$ cat src/rtl/fir_ctrl_pkg.sv
// Shared types and defaults for the FIR tap sequencer and its address counter.
package fir_ctrl_pkg;

  localparam int TAPS_DEFAULT   = 64;
  localparam int ADDR_W_DEFAULT = 6;

  typedef enum logic [1:0] {
    IDLE = 2'd0,
    ACC  = 2'd1,
    DONE = 2'd2
  } seq_state_e;

endpackage

$ cat src/rtl/tap_counter.sv
// Tap address counter: counts 0..TAPS-1, wraps to 0 after the last tap,
// and flags the last tap so the sequencer can leave the accumulate phase.
module tap_counter
  import fir_ctrl_pkg::*;
#(
  parameter int TAPS   = TAPS_DEFAULT,
  parameter int ADDR_W = ADDR_W_DEFAULT
) (
  input  logic              clk,
  input  logic              rst,
  input  logic              clr_i,
  input  logic              en_i,
  output logic [ADDR_W-1:0] count_o,
  output logic              last_o
);

  localparam logic [ADDR_W-1:0] LAST_IDX = ADDR_W'(TAPS - 1);

  logic [ADDR_W-1:0] count_q;
  logic [ADDR_W-1:0] count_d;
  logic              at_last;

  assign at_last = (count_q == LAST_IDX);

  // Wrapping at the last tap keeps the address inside 0..TAPS-1 at all times.
  always_comb begin
    count_d = count_q;
    if (clr_i) begin
      count_d = '0;
    end else if (en_i) begin
      count_d = at_last ? '0 : count_q + 1'b1;
    end
  end

  always_ff @(posedge clk) begin
    if (rst) begin
      count_q <= '0;
    end else begin
      count_q <= count_d;
    end
  end

  assign count_o = count_q;
  assign last_o  = at_last;

endmodule

$ cat src/rtl/tap_sequencer.sv
// Sequencer for the tapped shift register and MAC: accepts a sample, pulses
// shift, walks taps 0..TAPS-1 with the MAC enabled, then holds the result.
module tap_sequencer
  import fir_ctrl_pkg::*;
#(
  parameter int TAPS   = TAPS_DEFAULT,
  parameter int ADDR_W = ADDR_W_DEFAULT
) (
  input  logic              clk,
  input  logic              rst,
  input  logic              inValid,
  output logic              inReady,
  output logic              shift,
  output logic [ADDR_W-1:0] address,
  output logic              macEn,
  output logic              macFirst,
  output logic              macLast,
  output logic              outValid,
  input  logic              outReady,
  output logic              busy
);

  seq_state_e        state_q;
  seq_state_e        state_d;
  logic [ADDR_W-1:0] addr_q;
  logic              last_tap;
  logic              in_acc;

  assign in_acc = (state_q == ACC);

  // Held clear outside ACC so every sample starts from tap 0.
  tap_counter #(
    .TAPS  (TAPS),
    .ADDR_W(ADDR_W)
  ) u_tap_counter (
    .clk    (clk),
    .rst    (rst),
    .clr_i  (!in_acc),
    .en_i   (in_acc),
    .count_o(addr_q),
    .last_o (last_tap)
  );

  always_ff @(posedge clk) begin
    if (rst) begin
      state_q <= IDLE;
    end else begin
      state_q <= state_d;
    end
  end

  // Only inReady and shift depend on inputs; everything else decodes state.
  always_comb begin
    state_d = state_q;
    inReady = 1'b0;
    shift   = 1'b0;
    case (state_q)
      IDLE: begin
        inReady = 1'b1;
        if (inValid) begin
          shift   = 1'b1;
          state_d = ACC;
        end
      end
      ACC: begin
        if (last_tap) begin
          state_d = DONE;
        end
      end
      DONE: begin
        if (outReady) begin
          state_d = IDLE;
        end
      end
      default: begin
        state_d = IDLE;
      end
    endcase
  end

  assign address  = addr_q;
  assign macEn    = in_acc;
  assign macFirst = in_acc && (addr_q == '0);
  assign macLast  = in_acc && last_tap;
  assign outValid = (state_q == DONE);
  assign busy     = (state_q != IDLE);

endmodule
$ cat config.mk
export PLATFORM = sky130hd
export DESIGN_NAME = tap_sequencer
export DESIGN_NICKNAME = d
export VERILOG_FILES = /design/src/rtl/fir_ctrl_pkg.sv /design/src/rtl/tap_counter.sv /design/src/rtl/tap_sequencer.sv
export SDC_FILE = /design/constraint.sdc
export NUM_CORES = 1
export LEC_CHECK = 0
export CAP_MARGIN = 0
export CORE_MARGIN = 2
export CORE_UTILIZATION = 30
export DETAILED_ROUTE_END_ITERATION = 7
export PLACE_DENSITY_LB_ADDON = 0.1
export SLEW_MARGIN = 20
export SYNTH_ARGS = -nofsm -noshare
export SYNTH_HDL_FRONTEND = slang
export SYNTH_SLANG_ARGS = --single-unit
$ cat constraint.sdc
create_clock -name clk -period 1.6 [get_ports clk]
set_clock_uncertainty 0.15 [all_clocks]
set_input_delay 0.4 -clock clk [delete_from_list [all_inputs] [get_ports clk]]
set_output_delay 0.4 -clock clk [all_outputs]
set_load 0.03 [all_outputs]
==> results.txt <==
Number of buffer and inverter instances along the worst setup path -> 2
Count of H-tree levels built during CTS -> 1
Leftover overflow at the end of global routing -> 0
Highest attainable clock frequency -> 0.490 GHz
Number of enable-type register cells in the synthesized netlist -> 0
Antenna Cells -> 0
Clock-pin transition on the worst setup and hold timing paths -> 0.06 ns
Clock tree from TritonCTS -> done
Worst min-delay path class -> reg -> reg
Switching part of the total -> 26.1%
Critical path startpoint category -> register
Share of the synthesized area in the top cell type -> 39.5%
End of the worst register-to-register path -> state_q[0]$_SDFFE_PP0P_
Post-layout util -> 61.4%
Result of the run -> finished, violations left
Compound-gate portion of the synthesized area -> 10.8%
Hold path startpoint -> state_q[1]$_SDFFE_PP0P_
Number of warnings printed during yosys synthesis -> 0
Arr. time, crit path -> 1.49 ns
Hpwl dp -> 774 µm
Number of top-level design ports -> 17
Most numerous cell in the Yosys netlist -> sky130_fd_sc_hd__dfxtp_1
Final worst setup slack -> -0.440 ns
Sequential group share of total power -> 43.5%
Synth top cells by count -> sky130_fd_sc_hd__dfxtp_1 (8), sky130_fd_sc_hd__nor2_1 (6), sky130_fd_sc_hd__inv_1 (5)
Critical path class -> reg -> out
Peak supply drop -> 375 µV
Clock latency on the worst-skew pair -> 0.24 ns
Simple-Gate Fraction of Synth Area -> 32.4%
Post-synthesis register bit count -> 8
Worst slew margin -> 80.1%
Initial Util -> 31.5%
Gate power share -> 22.2%
Net count of the finished layout -> 86
Number of nets with antenna violations after detailed routing -> 0
Global placer's final weighted congestion -> 0.681
Setup slack of the most critical reg-to-reg path -> 0.10 ns
Die boundary width -> 40.8 µm
Fraction of registers with async set or reset after synthesis -> 0%
Top Family by Delay on Critical Path -> simple AND/OR/NAND/NOR gates
Routed via count -> 424
Crit path capture type -> output port
Number of antenna violations at the first check in global routing -> 0
Required time worst endpoint -> 1.05 ns
Combinational family with the most area after synthesis -> simple AND/OR/NAND/NOR gates
Hold Fails Final Rpt -> 0
Cell type with the largest total area after synthesis -> sky130_fd_sc_hd__dfxtp_1
Die area -> 0.00166 mm²
Number of cells on the worst hold path -> 2
Synthesized netlist net count -> 51
Final setup violation count -> 4
Unrepaired setup endpoints after global routing -> yes
Max Slew Vio Count -> 0
Slowest cell on crit path -> sky130_fd_sc_hd__or4b_4
Largest incremental delay on the critical path -> 0.46 ns
Vertical die dimension -> 40.8 µm
Final wirelength -> 916 µm
Cells after Synth -> 45
Post-Route Hold Slack -> 0.366 ns
Buffer levels on the longest clock path -> 2
Final min period -> 2.04 ns
Worst-path maximum fanout -> 2
Count of unresolved DRC violations after routing -> 0
Register area share after synthesis -> 39.5%
Input/output buffers -> 16
Number of search-and-repair iterations in the first detailed-routing pass -> 4
Worst-margin pin slew -> 0.297 ns
Tot GR Track Use -> 14.2%
Fraction of the cycle the final worst path needs -> 128%
Power share of the clock group -> 34.2%
Crit path launch -> u_tap_counter.count_o[0]$_SDFF_PP0_
Root Buffer Master -> sky130_fd_sc_hd__clkbuf_4
Violations in the final reports -> negative setup slack
Share of the synthesized netlist area taken by xor and xnor gates -> 6.48%
Capture endpoint of the worst hold path -> state_q[0]$_SDFFE_PP0P_
Cts-stage hold buffer count -> 0
Leakage -> 0.338 nW
Layout Area Growth over Synthesis -> 94.8%
Most used DFF post-synth -> sky130_fd_sc_hd__dfxtp_1
Routed wire length per instance -> 9.74 µm
Area of the mapped netlist -> 405 µm²
Number of rows created at floorplan -> 13
DRC marker count from the first detailed-route iteration -> 9
Number of clock sinks -> 8
Chain of cells forming the critical path -> inv_2 -> ha_4 -> or4b_4 -> nor3_4 -> buf_6
Maximum Capacitance Violations -> 0
Mean area per synthesized cell -> 9.01 µm²
Worst-case reg-to-reg path depth -> 6
Internal power consumption -> 0.348 mW
Pin count of the biggest net entering global routing -> 6
Multiplexer share of the synthesized area -> 0%
Switching Power -> 0.123 mW
Global-route wire length before repair -> 1.54 mm
Number of clock buffers inserted by TritonCTS -> 3
Share of layout cells above drive strength 1 -> 67.1%
Worst flop-to-flop path startpoint -> u_tap_counter.count_o[0]$_SDFF_PP0_
Number of library cell types mapped by synthesis -> 22
Core Footprint -> 0.00128 mm²
Overall power -> 0.470 mW
Top post-synthesis cells by area -> sky130_fd_sc_hd__dfxtp_1 (40%), sky130_fd_sc_hd__ha_1 (6.2%), sky130_fd_sc_hd__nor2_1 (5.6%)
Vias in the first global route -> 385
Adder-cell share of the synthesized area -> 6.17%
Vias per inst -> 4.51
Pwr Density -> 595 mW/mm²
==> per-layer routing <==
layer	track usage [%]	share of wire (%)
met1	19.3	49
met2	20.6	43
met3	4.89	8.3
met4	5.00	0
met5	0	0
==> flip-flops by register name (all words and copies together) (netlist names) <==
name / cells
u_tap_counter.count_o: 6
state_q: 2
==> stage by stage <==
| stage | TNS, ns | std cells | cell area [µm²] | worst slack (ns) |
|---|---|---|---|---|
| 3_5_place_dp | -0.400 | 89 | 686 | -0.255 |
| 3_3_place_gp | -0.351 | 89 | 686 | -0.228 |
| 2_1_floorplan | -0.310 | 45 | 437 | -0.293 |
| 5_1_grt | -1.09 | 94 | 790 | -0.479 |
| 4_1_cts | -0.940 | 94 | 774 | -0.455 |
| 6_report | -0.858 | 94 | 790 | -0.440 |
==> worst max path at each step <==
| stage | to | slack [ns] | cells past startpoint |
|---|---|---|---|
| 2_1_floorplan | macFirst | -0.29 | 4 |
| 3_3_place_gp | macFirst | -0.23 | 5 |
| 3_5_place_dp | macFirst | -0.25 | 5 |
| 4_1_cts | macFirst | -0.46 | 5 |
| 5_1_grt | macFirst | -0.48 | 5 |
| 6_report | macFirst | -0.44 | 5 |
==> final cells by class <==
type                    instances  area [µm²]
clock buffers                   4        26.3
fillers                       116         495
inverters                       5        18.8
multi-input cells              32         293
flip-flops and latches          8         175
well taps                      15        18.8
repair buffers                 30         258
==> worst reg2reg max path, delay by kind of cell (launching register included) <==
family	cells	cell delay, ns
flops	1	0.34
compound gates	1	0.34
buf+inv	2	0.27
fa+ha+maj	1	0.17
simple gates	2	0.12
==> cell families (layout without fill, tap and decap cells) <==
kind of cell / after synthesis / after routing
AND/OR/NAND/NOR: 22 / 22
flip-flops: 8 / 8
AO/OA/AOI/OAI: 5 / 5
buffers and inverters: 5 / 39
XOR/XNOR: 3 / 3
adder cells (fa/ha/maj): 2 / 2
==> repair_timing <==
action	in CTS	in global routing
setup buffers	1	0
pin swaps	5	3
resized for setup	16	8
setup endpoints to repair	5	8
endpoints found under the hold margin	0	0
==> cell usage in the layout (no fill, tap or decap), drive strengths merged, types with 2 or more instances in the layout <==
| cell type | Yosys | final |
|---|---|---|
| nor3 | 4 | 4 |
| dfxtp | 8 | 8 |
| nor2 | 6 | 6 |
| clkdlybuf4s50 | 0 | 3 |
| ha | 2 | 2 |
| nand3 | 3 | 3 |
| nand2 | 2 | 2 |
| o21ai | 2 | 2 |
| nor2b | 2 | 2 |
| inv | 5 | 5 |
| xor2 | 2 | 2 |
| buf | 0 | 25 |
| clkbuf | 0 | 5 |
==> power groups by stage <==
| stage | Sequential [mW] | Combinational (mW) | Clock, mW |
|---|---|---|---|
| 6_report | 0.205 | 0.104 | 0.161 |
| 4_1_cts | 0.204 | 0.104 | 0.167 |
| 2_1_floorplan | 0.215 | 0.0425 | 0 |
| 3_5_place_dp | 0.208 | 0.0914 | 0 |
| 3_3_place_gp | 0.207 | 0.0904 | 0 |
| 5_1_grt | 0.205 | 0.113 | 0.180 |
Power figures use the tool's default switching activity.
